--- config.mk ---
export PLATFORM = sky130hd
export DESIGN_NAME = btb_update_ctrl_flat
export DESIGN_NICKNAME = d
export VERILOG_FILES = /design/src/rtl/btb_pkg.sv /design/src/rtl/btb_update_ctrl_if.sv /design/src/rtl/btb_upd_fifo.sv /design/src/rtl/btb_update_ctrl.sv /design/src/flat_wrapper.sv
export SDC_FILE = /design/constraint.sdc
export NUM_CORES = 2
export LEC_CHECK = 0
export ABC_AREA = 1
export BUFFER_PORTS_ARGS = -buffer_cell sky130_fd_sc_hd__buf_4
export CAP_MARGIN = 20
export CORE_UTILIZATION = 40
export DETAILED_ROUTE_END_ITERATION = 12
export PLACE_DENSITY = 0.54
export SYNTH_ARGS = -nofsm -noshare
export SYNTH_HDL_FRONTEND = slang
export SYNTH_SLANG_ARGS = --single-unit
--- constraint.sdc ---
create_clock -name clk -period 16 [get_ports clk]
set_input_delay 3.2 -clock clk [delete_from_list [all_inputs] [get_ports clk]]
set_output_delay 3.2 -clock clk [all_outputs]
set_load 0.02 [all_outputs]
--- src/rtl/btb_pkg.sv ---
// Shared types and constants for the BTB update controller.
package btb_pkg;

  typedef struct packed {
    logic [31:0] pc;
    logic [31:0] target;
  } upd_entry_t;

  typedef logic [1:0] bht_cnt_t;

  localparam bht_cnt_t    CNT_WNT    = 2'b01;
  localparam bht_cnt_t    CNT_THRESH = 2'd2;
  localparam logic [31:0] PC_STEP    = 32'd4;

  // 2-bit saturating counter step.
  function automatic bht_cnt_t cnt_update(input bht_cnt_t c, input logic taken);
    if (taken) return (c == 2'd3) ? c : c + 2'd1;
    return (c == 2'd0) ? c : c - 2'd1;
  endfunction

endpackage

--- src/rtl/btb_update_ctrl_if.sv ---
// EX resolve bus in, BTB write port out; master = EX/BTB side, slave = controller.
interface btb_update_ctrl_if;
  logic        ex_valid;
  logic        ex_is_jump;
  logic        ex_taken;
  logic [31:0] ex_PC;
  logic [31:0] ex_target;
  logic        ex_predicted;
  logic [31:0] ex_pred_PC;
  logic        wr_req;
  logic [31:0] wr_PC;
  logic [31:0] wr_predicted_PC;

  modport master (
    output ex_valid, ex_is_jump, ex_taken, ex_PC, ex_target, ex_predicted, ex_pred_PC,
    input  wr_req, wr_PC, wr_predicted_PC
  );

  modport slave (
    input  ex_valid, ex_is_jump, ex_taken, ex_PC, ex_target, ex_predicted, ex_pred_PC,
    output wr_req, wr_PC, wr_predicted_PC
  );
endinterface

--- src/rtl/btb_upd_fifo.sv ---
// Update queue: sync FIFO with registered count/full; BTB_UPD_COALESCE_EN merges same-PC updates in place.
module btb_upd_fifo
  import btb_pkg::*;
#(
  parameter int unsigned DEPTH = 4
) (
  input  logic                        clk,
  input  logic                        rst_n,
  input  logic                        push,
  input  upd_entry_t                  push_data,
  input  logic                        pop,
  output upd_entry_t                  head_c,
  output logic [$clog2(DEPTH):0]      count,
  output logic                        full,
  output logic                        drop_c
);

  localparam int unsigned PTR_W = $clog2(DEPTH);
  localparam int unsigned QCNT_W = PTR_W + 1;

  upd_entry_t          mem [DEPTH];
  logic [PTR_W-1:0]    rd_ptr;
  logic [PTR_W-1:0]    wr_ptr;
  logic [QCNT_W-1:0]   count_nxt;
  logic                hit;
  logic [PTR_W-1:0]    hit_idx;
  logic                accept;

`ifdef BTB_UPD_COALESCE_EN
  // Newest live match wins; the head leaving this edge is excluded.
  always_comb begin
    hit     = 1'b0;
    hit_idx = '0;
    for (int unsigned k = 0; k < DEPTH; k++) begin
      if ((QCNT_W'(k) < count) && !(pop && (k == 0)) &&
          (mem[rd_ptr + PTR_W'(k)].pc == push_data.pc)) begin
        hit     = 1'b1;
        hit_idx = rd_ptr + PTR_W'(k);
      end
    end
  end
`else
  assign hit     = 1'b0;
  assign hit_idx = '0;
`endif

  assign head_c    = mem[rd_ptr];
  assign accept    = push && !hit && (!full || pop);
  assign drop_c    = push && !hit && full && !pop;
  assign count_nxt = count + QCNT_W'(accept) - QCNT_W'(pop);

  always_ff @(posedge clk or negedge rst_n) begin
    if (!rst_n) begin
      rd_ptr <= '0;
      wr_ptr <= '0;
      count  <= '0;
      full   <= 1'b0;
    end else begin
      if (accept) wr_ptr <= wr_ptr + PTR_W'(1);
      if (pop)    rd_ptr <= rd_ptr + PTR_W'(1);
      count <= count_nxt;
      full  <= (count_nxt == QCNT_W'(DEPTH));
    end
  end

  // Storage needs no reset; only slots inside count are ever read meaningfully.
  always_ff @(posedge clk) begin
    if (accept)       mem[wr_ptr] <= push_data;
    if (push && hit)  mem[hit_idx].target <= push_data.target;
  end

endmodule

--- src/rtl/btb_update_ctrl.sv ---
// BTB update controller: resolves EX branches, redirects fetch, filters BTB writes via a 2-bit BHT.
// Optional in-place coalescing of queued updates with `define BTB_UPD_COALESCE_EN.
module btb_update_ctrl
  import btb_pkg::*;
#(
  parameter int unsigned BHT_ADDR_LEN = 8,
  parameter int unsigned FIFO_DEPTH   = 4,
  parameter int unsigned CNT_W        = 16
) (
  input  logic                          clk,
  input  logic                          rst_n,
  btb_update_ctrl_if.slave              bus,
  input  logic                          freeze,
  output logic                          redirect_valid,
  output logic [31:0]                   redirect_PC,
  output logic [$clog2(FIFO_DEPTH):0]   q_count,
  output logic                          q_full,
  output logic [CNT_W-1:0]              drop_cnt,
  output logic [31:0]                   mispredict_cnt
);

  localparam int unsigned BHT_ENTRIES = 1 << BHT_ADDR_LEN;

  bht_cnt_t                bht [BHT_ENTRIES];
  logic [BHT_ADDR_LEN-1:0] bht_idx;
  bht_cnt_t                cnt_cur;
  bht_cnt_t                cnt_nxt;
  logic [31:0]             pc_seq;
  logic [31:0]             actual_next;
  logic [31:0]             pred_next;
  logic                    mispredict;
  logic                    taken_upd;
  logic                    nt_upd;
  logic                    push;
  logic                    pop;
  logic                    drop_c;
  upd_entry_t              push_data;
  upd_entry_t              head_c;

  assign bht_idx = bus.ex_PC[BHT_ADDR_LEN+1:2];
  assign cnt_cur = bht[bht_idx];
  assign cnt_nxt = cnt_update(cnt_cur, bus.ex_taken);

  // Resolve, mispredict detect and update filtering.
  always_comb begin
    pc_seq      = bus.ex_PC + PC_STEP;
    actual_next = (bus.ex_is_jump || bus.ex_taken) ? bus.ex_target : pc_seq;
    pred_next   = bus.ex_predicted ? bus.ex_pred_PC : pc_seq;
    mispredict  = (actual_next != pred_next);
    taken_upd   = 1'b0;
    nt_upd      = 1'b0;
    if (bus.ex_is_jump || (bus.ex_taken && (cnt_nxt >= CNT_THRESH))) begin
      taken_upd = !bus.ex_predicted || (bus.ex_pred_PC != bus.ex_target);
    end else if (!bus.ex_taken && (cnt_nxt < CNT_THRESH)) begin
      // No valid bit in the BTB: a cold branch gets its entry pointed at the fall-through.
      nt_upd = bus.ex_predicted && (bus.ex_pred_PC != pc_seq);
    end
    push             = bus.ex_valid && (taken_upd || nt_upd);
    push_data.pc     = bus.ex_PC;
    push_data.target = taken_upd ? bus.ex_target : pc_seq;
  end

  assign pop = (q_count != '0) && !freeze;

  btb_upd_fifo #(
    .DEPTH(FIFO_DEPTH)
  ) u_fifo (
    .clk       (clk),
    .rst_n     (rst_n),
    .push      (push),
    .push_data (push_data),
    .pop       (pop),
    .head_c    (head_c),
    .count     (q_count),
    .full      (q_full),
    .drop_c    (drop_c)
  );

  // Counter table; written same edge so the next resolve reads the fresh value.
  always_ff @(posedge clk or negedge rst_n) begin
    if (!rst_n) begin
      for (int unsigned i = 0; i < BHT_ENTRIES; i++) bht[i] <= CNT_WNT;
    end else if (bus.ex_valid && !bus.ex_is_jump) begin
      bht[bht_idx] <= cnt_nxt;
    end
  end

  always_ff @(posedge clk or negedge rst_n) begin
    if (!rst_n) begin
      redirect_valid      <= 1'b0;
      redirect_PC         <= '0;
      mispredict_cnt      <= '0;
      drop_cnt            <= '0;
      bus.wr_req          <= 1'b0;
      bus.wr_PC           <= '0;
      bus.wr_predicted_PC <= '0;
    end else begin
      redirect_valid <= bus.ex_valid && mispredict;
      if (bus.ex_valid && mispredict) begin
        redirect_PC    <= actual_next;
        mispredict_cnt <= mispredict_cnt + 32'd1;
      end
      if (drop_c && (drop_cnt != {CNT_W{1'b1}})) drop_cnt <= drop_cnt + CNT_W'(1);
      bus.wr_req <= pop;
      if (pop) begin
        bus.wr_PC           <= head_c.pc;
        bus.wr_predicted_PC <= head_c.target;
      end
    end
  end

endmodule

--- src/flat_wrapper.sv ---
// flat-port wrapper written by rule: the top's interface ports become plain ports
module btb_update_ctrl_flat import btb_pkg::*;
#(
  parameter int unsigned BHT_ADDR_LEN = 8,
  parameter int unsigned FIFO_DEPTH   = 4,
  parameter int unsigned CNT_W        = 16
)
  (clk, rst_n, freeze, redirect_valid, redirect_PC, q_count, q_full, drop_cnt, mispredict_cnt, bus_ex_valid, bus_ex_is_jump, bus_ex_taken, bus_ex_PC, bus_ex_target, bus_ex_predicted, bus_ex_pred_PC, bus_wr_req, bus_wr_PC, bus_wr_predicted_PC);
  btb_update_ctrl_if bus_i ();
  input  logic clk;
  input  logic rst_n;
  input  logic freeze;
  output logic redirect_valid;
  output logic [31:0] redirect_PC;
  output logic [$clog2(FIFO_DEPTH):0] q_count;
  output logic q_full;
  output logic [CNT_W-1:0] drop_cnt;
  output logic [31:0] mispredict_cnt;
  input wire logic [$bits(bus_i.ex_valid)-1:0] bus_ex_valid;
  input wire logic [$bits(bus_i.ex_is_jump)-1:0] bus_ex_is_jump;
  input wire logic [$bits(bus_i.ex_taken)-1:0] bus_ex_taken;
  input wire logic [$bits(bus_i.ex_PC)-1:0] bus_ex_PC;
  input wire logic [$bits(bus_i.ex_target)-1:0] bus_ex_target;
  input wire logic [$bits(bus_i.ex_predicted)-1:0] bus_ex_predicted;
  input wire logic [$bits(bus_i.ex_pred_PC)-1:0] bus_ex_pred_PC;
  output wire logic [$bits(bus_i.wr_req)-1:0] bus_wr_req;
  output wire logic [$bits(bus_i.wr_PC)-1:0] bus_wr_PC;
  output wire logic [$bits(bus_i.wr_predicted_PC)-1:0] bus_wr_predicted_PC;
  assign bus_i.ex_valid = bus_ex_valid;
  assign bus_i.ex_is_jump = bus_ex_is_jump;
  assign bus_i.ex_taken = bus_ex_taken;
  assign bus_i.ex_PC = bus_ex_PC;
  assign bus_i.ex_target = bus_ex_target;
  assign bus_i.ex_predicted = bus_ex_predicted;
  assign bus_i.ex_pred_PC = bus_ex_pred_PC;
  assign bus_wr_req = bus_i.wr_req;
  assign bus_wr_PC = bus_i.wr_PC;
  assign bus_wr_predicted_PC = bus_i.wr_predicted_PC;
  btb_update_ctrl #(.BHT_ADDR_LEN(BHT_ADDR_LEN), .FIFO_DEPTH(FIFO_DEPTH), .CNT_W(CNT_W)) u_core (.clk(clk), .rst_n(rst_n), .bus(bus_i), .freeze(freeze), .redirect_valid(redirect_valid), .redirect_PC(redirect_PC), .q_count(q_count), .q_full(q_full), .drop_cnt(drop_cnt), .mispredict_cnt(mispredict_cnt));
endmodule
Yosys cells after proc, flatten, opt, wreduce, memory -nomap -nowiden:

Memory sizes are Yosys's and may differ from the RTL's. A register that Yosys moved wholly into a read port is not among the register bits.
Cells that the tools add are included.

* flip-flop bits (word level): 602
* memory bits (writable): 256
* output and inout bits: 150
* word-level logic and storage cells: 331
* memories kept: 1

Memories
* u_core.u_fifo.mem: words 4, width 64, rd ports 1, clocked after Yosys merged registers in 1, wr ports 1, RTL line btb_upd_fifo.sv:21 `upd_entry_t mem [DEPTH];`

* add/subtract/negate cells: 9
* $lt $le $gt $ge: 4
* equality and inequality tests: 6
* mux-type cells: 19
* bitwise gates (word level): 1
* reduce and logical (&&, ||, !) cells: 26

Operator list (count)
* bitwise mux 512 bit: 1
* two-way mux 32 bit: 3
* != test 32 bit: 3
* adder 32 x 1 -> 32 bit, second input constant: 1
* adder 32 x 3 -> 32 bit, second input constant: 1
* adder 16 x 1 -> 16 bit, second input constant: 1
* binary-select mux 2 bit (select 8 bit): 1
* demux 2 bit (select 8 bit): 1
* != test 16 bit, second input constant: 1
* two-way mux 2 bit: 7
* logical AND 1 bit: 12
* greater-or-equal comparator 9 bit, second input constant: 1
* less-than comparator 9 x 1 -> 1 bit, second input constant: 1
* NOT 8 -> 9 bit: 1
* logical NOT 1 bit: 7
* adder 2 x 1 -> 2 bit, second input constant: 3
* two-way mux 1 bit: 6
* logical OR 1 bit: 5
* adder 3 x 1 -> 3 bit: 1
* == test 3 bit, second input constant: 1
* nonzero test 3 bit: 1
* subtractor 3 x 1 -> 3 bit: 1
* == test 2 bit, second input constant: 1
* greater-or-equal comparator 2 bit, second input constant: 1
* 3 further kinds: 3

Logic depth before layout (Yosys ltp):

* depth after elaboration: 18
* mapped depth: 29
* depth with buffers taken out: 27

Hierarchy:

Synthesis repeated with hierarchy kept, for this count alone.

* cell total of the unflattened synthesis: 5851
* area total of the unflattened synthesis: 46367.0 µm²

Modules (own cells, without submodules)
* btb_update_ctrl: instances 1, cells each 5119, area an instance 36269.8 µm², seq. area each 16786.1 µm²
* btb_upd_fifo: instances 1, cells each 732, area an instance 10097.2 µm², seq. area each 7887.6 µm²

Least setup slack after synthesis:

No wires, ideal clock.

* path kind: input-to-reg
* from: in bus_ex_PC[2]
* to: mem u_core.u_fifo.mem[0][0] in the netlist's numbering, enable pin
* data arrival time: 7.854 ns
* data required time: 15.514 ns
* slack: 7.660 ns
* stages on the path: 22
* cell sequence: buf_4 > inv_4 > buf_4 > buf_2 > ha_1 > xor2_1 > nor2_1 > nand2_1 > nor2_1 > nand2_1 > nor2_1 > nand2_1 > nor2_1 > nand3_1 > nor2_1 > nand3_1 > nand2_1 > inv_1 > nand3_2 > a21oi_4 > nand2_2 > nor2_1

* longest elaborated chain between the ends: 17

Ends and longest elaborated chain
* start: declaration: RTL line flat_wrapper.sv:22 `input wire logic [$bits(bus_i.ex_PC)-1:0] bus_ex_PC;`
* NOT 8 -> 9 bit (not written as such): RTL line btb_update_ctrl.sv:41 `assign cnt_cur = bht[bht_idx];`
* binary-select mux 2 bit (select 8 bit): RTL line btb_update_ctrl.sv:41
* two-way mux 2 bit (not written as such) (2 in a row): RTL line btb_update_ctrl.sv:41
* adder 2 x 1 -> 2 bit or == test 2 bit (tied branches): RTL line btb_pkg.sv:17 `if (taken) return (c == 2'd3) ? c : c + 2'd1;`
* two-way mux 2 bit (2 in a row): RTL line btb_pkg.sv:17
* two-way mux 2 bit: RTL line btb_pkg.sv:18 `return (c == 2'd0) ? c : c - 2'd1;`
* less-than comparator 2 bit or greater-or-equal comparator 2 bit (tied branches): RTL line btb_update_ctrl.sv:54, btb_update_ctrl.sv:52
* logical AND 1 bit, on equally long branches: RTL line btb_update_ctrl.sv:54, btb_update_ctrl.sv:52
* two-way mux 1 bit or logical OR 1 bit (tied branches): RTL line btb_update_ctrl.sv:54, btb_update_ctrl.sv:52
* two-way mux 1 bit: RTL line btb_update_ctrl.sv:52 `if (bus.ex_is_jump || (bus.ex_taken && (cnt_nxt >= CNT_THRESH))) begin`
* logical OR 1 bit (*): RTL line btb_update_ctrl.sv:58 `push = bus.ex_valid && (taken_upd || nt_upd);`
* logical AND 1 bit (*): RTL line btb_update_ctrl.sv:58
* logical AND 1 bit (*): RTL line btb_upd_fifo.sv:48 `assign accept = push && !hit && (!full || pop);`
* two-way mux 1 bit (*): RTL line btb_upd_fifo.sv:68 `if (accept) mem[wr_ptr] <= push_data;`
* two-way mux 1 bit (not written as such) (*): RTL line btb_upd_fifo.sv:68
* end: declaration: RTL line btb_upd_fifo.sv:21

Every way passes the cells marked *; elsewhere a longest branch is shown, timed or not. The select of a mux whose other input is x is not followed.

Worst setup path after layout:

* from: in bus_ex_PC[3]
* to: reg u_core.u_fifo.full

* longest elaborated chain between the ends: 18

Ends and longest elaborated chain
* NOT 8 -> 9 bit (not written as such): RTL line btb_update_ctrl.sv:41
* binary-select mux 2 bit (select 8 bit): RTL line btb_update_ctrl.sv:41
* two-way mux 2 bit (not written as such) (2 in a row): RTL line btb_update_ctrl.sv:41
* adder 2 x 1 -> 2 bit or == test 2 bit (tied branches): RTL line btb_pkg.sv:17
* two-way mux 2 bit (2 in a row): RTL line btb_pkg.sv:17
* two-way mux 2 bit: RTL line btb_pkg.sv:18
* less-than comparator 2 bit or greater-or-equal comparator 2 bit (tied branches): RTL line btb_update_ctrl.sv:54, btb_update_ctrl.sv:52
* logical AND 1 bit, on equally long branches: RTL line btb_update_ctrl.sv:54, btb_update_ctrl.sv:52
* two-way mux 1 bit or logical OR 1 bit (tied branches): RTL line btb_update_ctrl.sv:54, btb_update_ctrl.sv:52
* two-way mux 1 bit: RTL line btb_update_ctrl.sv:52
* logical OR 1 bit (*): RTL line btb_update_ctrl.sv:58
* logical AND 1 bit (*): RTL line btb_update_ctrl.sv:58
* logical AND 1 bit (*): RTL line btb_upd_fifo.sv:48
* adder 3 x 1 -> 3 bit (*): RTL line btb_upd_fifo.sv:50 `assign count_nxt = count + QCNT_W'(accept) - QCNT_W'(pop);`
* subtractor 3 x 1 -> 3 bit (*): RTL line btb_upd_fifo.sv:50
* net u_core.u_fifo.count_nxt[2]: RTL line btb_upd_fifo.sv:24 `logic [QCNT_W-1:0] count_nxt;`
* == test 3 bit (*): RTL line btb_upd_fifo.sv:62 `full <= (count_nxt == QCNT_W'(DEPTH));`
* end signal: assignment: RTL line btb_upd_fifo.sv:62
* end: declaration: RTL line btb_upd_fifo.sv:14 `output logic full,`

Mark *: on every way through the listed nets, which the timed path passes. The rest lies on a longest branch. The select of a mux whose other input is x is not followed.
A chain may end at the register's enable or synchronous reset.

==> summary.txt <==
Clocking
  – Quantity of gates resized following cts: 0
  – CTS H-tree lvls: 3
  – Worst-skew pair later-pin latency: around 0.71 ns
  – CTS buffer count: 104
  – Worst-path clk slew: 0.06 ns
  – Clk Tree Root Cell: clkbuf_16
  – Hold Buf Count CTS: 0
  – CTS tree: done
  – Clock buffer depth: 3
  – Clock sinks: 922
  – # Post-CTS Setup Buffers: 0

Logic synthesis
  – Total number of yosys warnings: 0
  – Async SR Flop Fraction: 0.722
  – Share of Yosys cell area claimed by the top area cell type: 0.224
  – Mapped Cells: 5561
  – Yosys reg bits: 922
  – Sequential-to-total area share from yosys stat: 0.538
  – Primary FF master, synth: dfrtp_1
  – Top cells by area, synth: dfrtp_1 (22%), edfxtp_1 (17%), dfstp_2 (15%), nand2_1 (14%), nor2_1 (5.9%)
  – Area leader, netlist: dfrtp_1
  – Commonest cells in the netlist: nand2_1 (1729), nor2_1 (716), o21ai_0 (537)
  – Net Count, Synth: 5677
  – EDFF count, synth: 256
  – Distinct cells, synth: 47
  – Count leader, synth: nand2_1
  – Netlist Area Pre-Place: 45900 um2
  – Average size of a mapped cell: 8.25 um2

Timing
  – Worst slew margin: 0.223
  – Worst Max-Slew Pin Slew: around 1.2 ns
  – RSZ-0062 raised after global routing: no
  – Clock Skews: 0.0344 ns
  – Fin. max-slew vios: 0
  – Fmax: 115 MHz
  – Setup_tns: 0 ns
  – Final setup fails: 0
  – Final-report hold violation count: 0
  – Final worst-path cycle share: 0.543
  – Final Critical Period: a little under 9 ns

Floorplan
  – Die area: 116000 um2
  – CORE AREA: about 110000 um2
  – Number of placement rows: about 120
  – Die X: around 340 um
  – Starting Density: 0.406
  – I/O pin count: 253
  – Chip Height: 341 um

Finish
  – Share of layout cells above drive strength 1: 0.140
  – Fin util: 0.466
  – Design Area, Final: 52700 um2
  – Area grow syn2layout: 14.9%
  – Fin nets: 5809

Job
  – Maxcap violations: 0

Power
  – Switching Share: 0.322
  – Overall power: between 6 and 7 mW
  – Clock network power share: 0.366
  – Leakage: ~24 nW
  – Total power density per cell area: approximately 130 nW/um2
  – NetSw: 2.19 mW
  – P_int: 4.61 mW
  – Worst vdd ir: ~0.12 mV
  – Reg power frac: 0.417
  – Logic pwr share: 0.217

Critical path
  – Worst Setup EP: u_core.u_fifo.full
  – Reg2reg end: u_core.u_fifo.full
  – Crit. Startpoint: bus_ex_PC[3]
  – Worst r2r src: u_core.bht[324]
  – CP Capture Type: register
  – CP startpoint kind: input port
  – CP dominant cell by count: nand2_1
  – Required @ worst endpoint: about 17 ns
  – CP Cell Sequence: buf_4 -> inv_4 -> buf_4 -> o21ai_0 -> o21ai_0 -> nand2_1 -> nand2_1 -> o21ai_0 -> nand2_1 -> o21ai_1 -> nand2_1 -> nor2_1 -> nand3_1 -> nand2_2 -> a21oi_4 -> nand2_2 -> ha_1 -> inv_1 -> ha_1 -> fa_1 -> xnor2_1 -> xor2_1 -> nor3b_1
  – R2R Setup Slk: 10.85 ns
  – Worst Path Arrival: slightly above 9 ns
  – Worst-path maximum fanout: 73
  – Delay of the slowest cell on the worst path: 0.74 ns
  – Slowest cell on the critical path: buf_4
  – Reg2Reg Depth: 24
  – CP Class: in2reg

GRT
  – Gr usage total: 0.253
  – Pin count of the biggest net entering global routing: about 160
  – Global-route wire length before repair: 226000 um
  – Initial antenna violation count: 11
  – Vias in the first global route: about 36000
  – Grt ovf: 0

Detailed routing
  – First-pass detailed-route iteration total: 7
  – Initial DRC Count: 3223
  – Routed len/inst: 20.3 um
  – ANT nets after route: 0
  – DR vias/cell: between 5 and 6
  – Routed wire length: 148000 um
  – Vias post-DR: approximately 38000
  – Remaining DRCs: 0

Place
  – Post-DP HPWL: 91200 um
  – Gpl congestion: around 0.96
  – DP Area: 49100 um2
  – Port Buf Inserts: 252

Worst hold path
  – Worst Hold Path Cells: 2
  – Hold Path Class: reg2reg

Status
  – Status: finished clean
registers in the layout, indices dropped and copies added (netlist names):
register	flops
u_core.bht	512
u_core.bus.wr_PC	32
u_core.bus.wr_predicted_PC	32
u_core.bus.wr_req	1
u_core.drop_cnt	16
u_core.mispredict_cnt	32
u_core.redirect_PC	32
u_core.redirect_valid	1
u_core.u_fifo.count	3
u_core.u_fifo.full	1
u_core.u_fifo.mem	256
u_core.u_fifo.rd_ptr	2
u_core.u_fifo.wr_ptr	2
cells in the final DEF, fill, tap and decap left out, types with 18 or more instances in the layout:
cell type and count:
nand2_1 1729, nor2_1 695, o21ai_0 537, inv_1 451, dfrtp_1 408, buf_4 315
dfstp_2 256, edfxtp_1 256, mux2i_1 189, nand3_1 167, a31oi_1 115, clkbuf_16 108
a21oi_1 103, o21ai_1 64, xor2_1 62, nand4_1 37, nor3_1 33, xnor2_1 33
clkinv_2 26, nor2_4 18, clkbuf_8 18
routing by layer:
| layer | routed length, um | vias to the layer above | global-route usage | part of all wire |
|---|---|---|---|---|
| met3 | 7500 | 238 | 0.0315 | 0.051 |
| met5 | 20 | - | 0 | 0.00014 |
| met1 | 65100 | 18267 | 0.343 | 0.44 |
| li1 | - | 18263 | - | - |
| met4 | 4920 | 4 | 0.0908 | 0.033 |
| met2 | 70400 | 1080 | 0.415 | 0.48 |
worst min path at each step:
| stage | startpoint | endpoint | slack (ns) |
|---|---|---|---|
| after floorplan | u_core.bht[149] | u_core.bht[149] | 0.45 |
| after global placement | u_core.bht[26] | u_core.bht[26] | 0.46 |
| after detailed placement | u_core.redirect_PC[27] | u_core.redirect_PC[27] | 0.47 |
| after CTS | u_core.bht[164] | u_core.bht[164] | 0.48 |
| after global routing | u_core.bht[84] | u_core.bht[84] | 0.49 |
| final | u_core.bht[250] | u_core.bht[250] | 0.48 |
worst max-delay path: cells and delay by family:
kind | cells | cell delay, ns
buffers and inverters | 4 | 1.69
AND/OR/NAND/NOR | 9 | 1.62
AO/OA/AOI/OAI | 5 | 1.40
adder cells (fa/ha/maj) | 3 | 0.94
XOR/XNOR | 2 | 0.37
per-stage QoR:
step	hold WS (ns)	instances	setup WS [ns]
after floorplan	0.448	5561	7.66
after global placement	0.463	7083	6.70
after detailed placement	0.470	7086	6.67
after CTS	0.482	7284	7.39
after global routing	0.493	7293	6.78
final	0.480	7293	7.32
logic make-up after synthesis:
family / synth area share
AND/OR/NAND/NOR: 0.233
flip-flops: 0.538
AO/OA/AOI/OAI: 0.0990
buffers and inverters: 0.0665
multiplexers: 0.0412
XOR/XNOR: 0.0186
adder cells (fa/ha/maj): 0.00371
power groups by stage:
stage               logic (mW)  clock network, mW  registers, mW
floorplan                0.782                  0           2.97
global placement          1.48                  0           2.87
detailed placement        1.49                  0           2.88
CTS                       1.49               2.54           2.84
global route              1.63               2.62           2.86
finish                    1.48               2.48           2.84
cell type report:
type,instances,area (um2)
flip-flops and latches,922,24700
well taps,1500,1880
multi-input cells,3878,18300
inverters,464,1750
repair buffers,323,2500
fillers,11150,60400
clock buffers,140,3000
clock inverters,58,582
diodes,8,20.0
(Power assumes the default switching activity.)
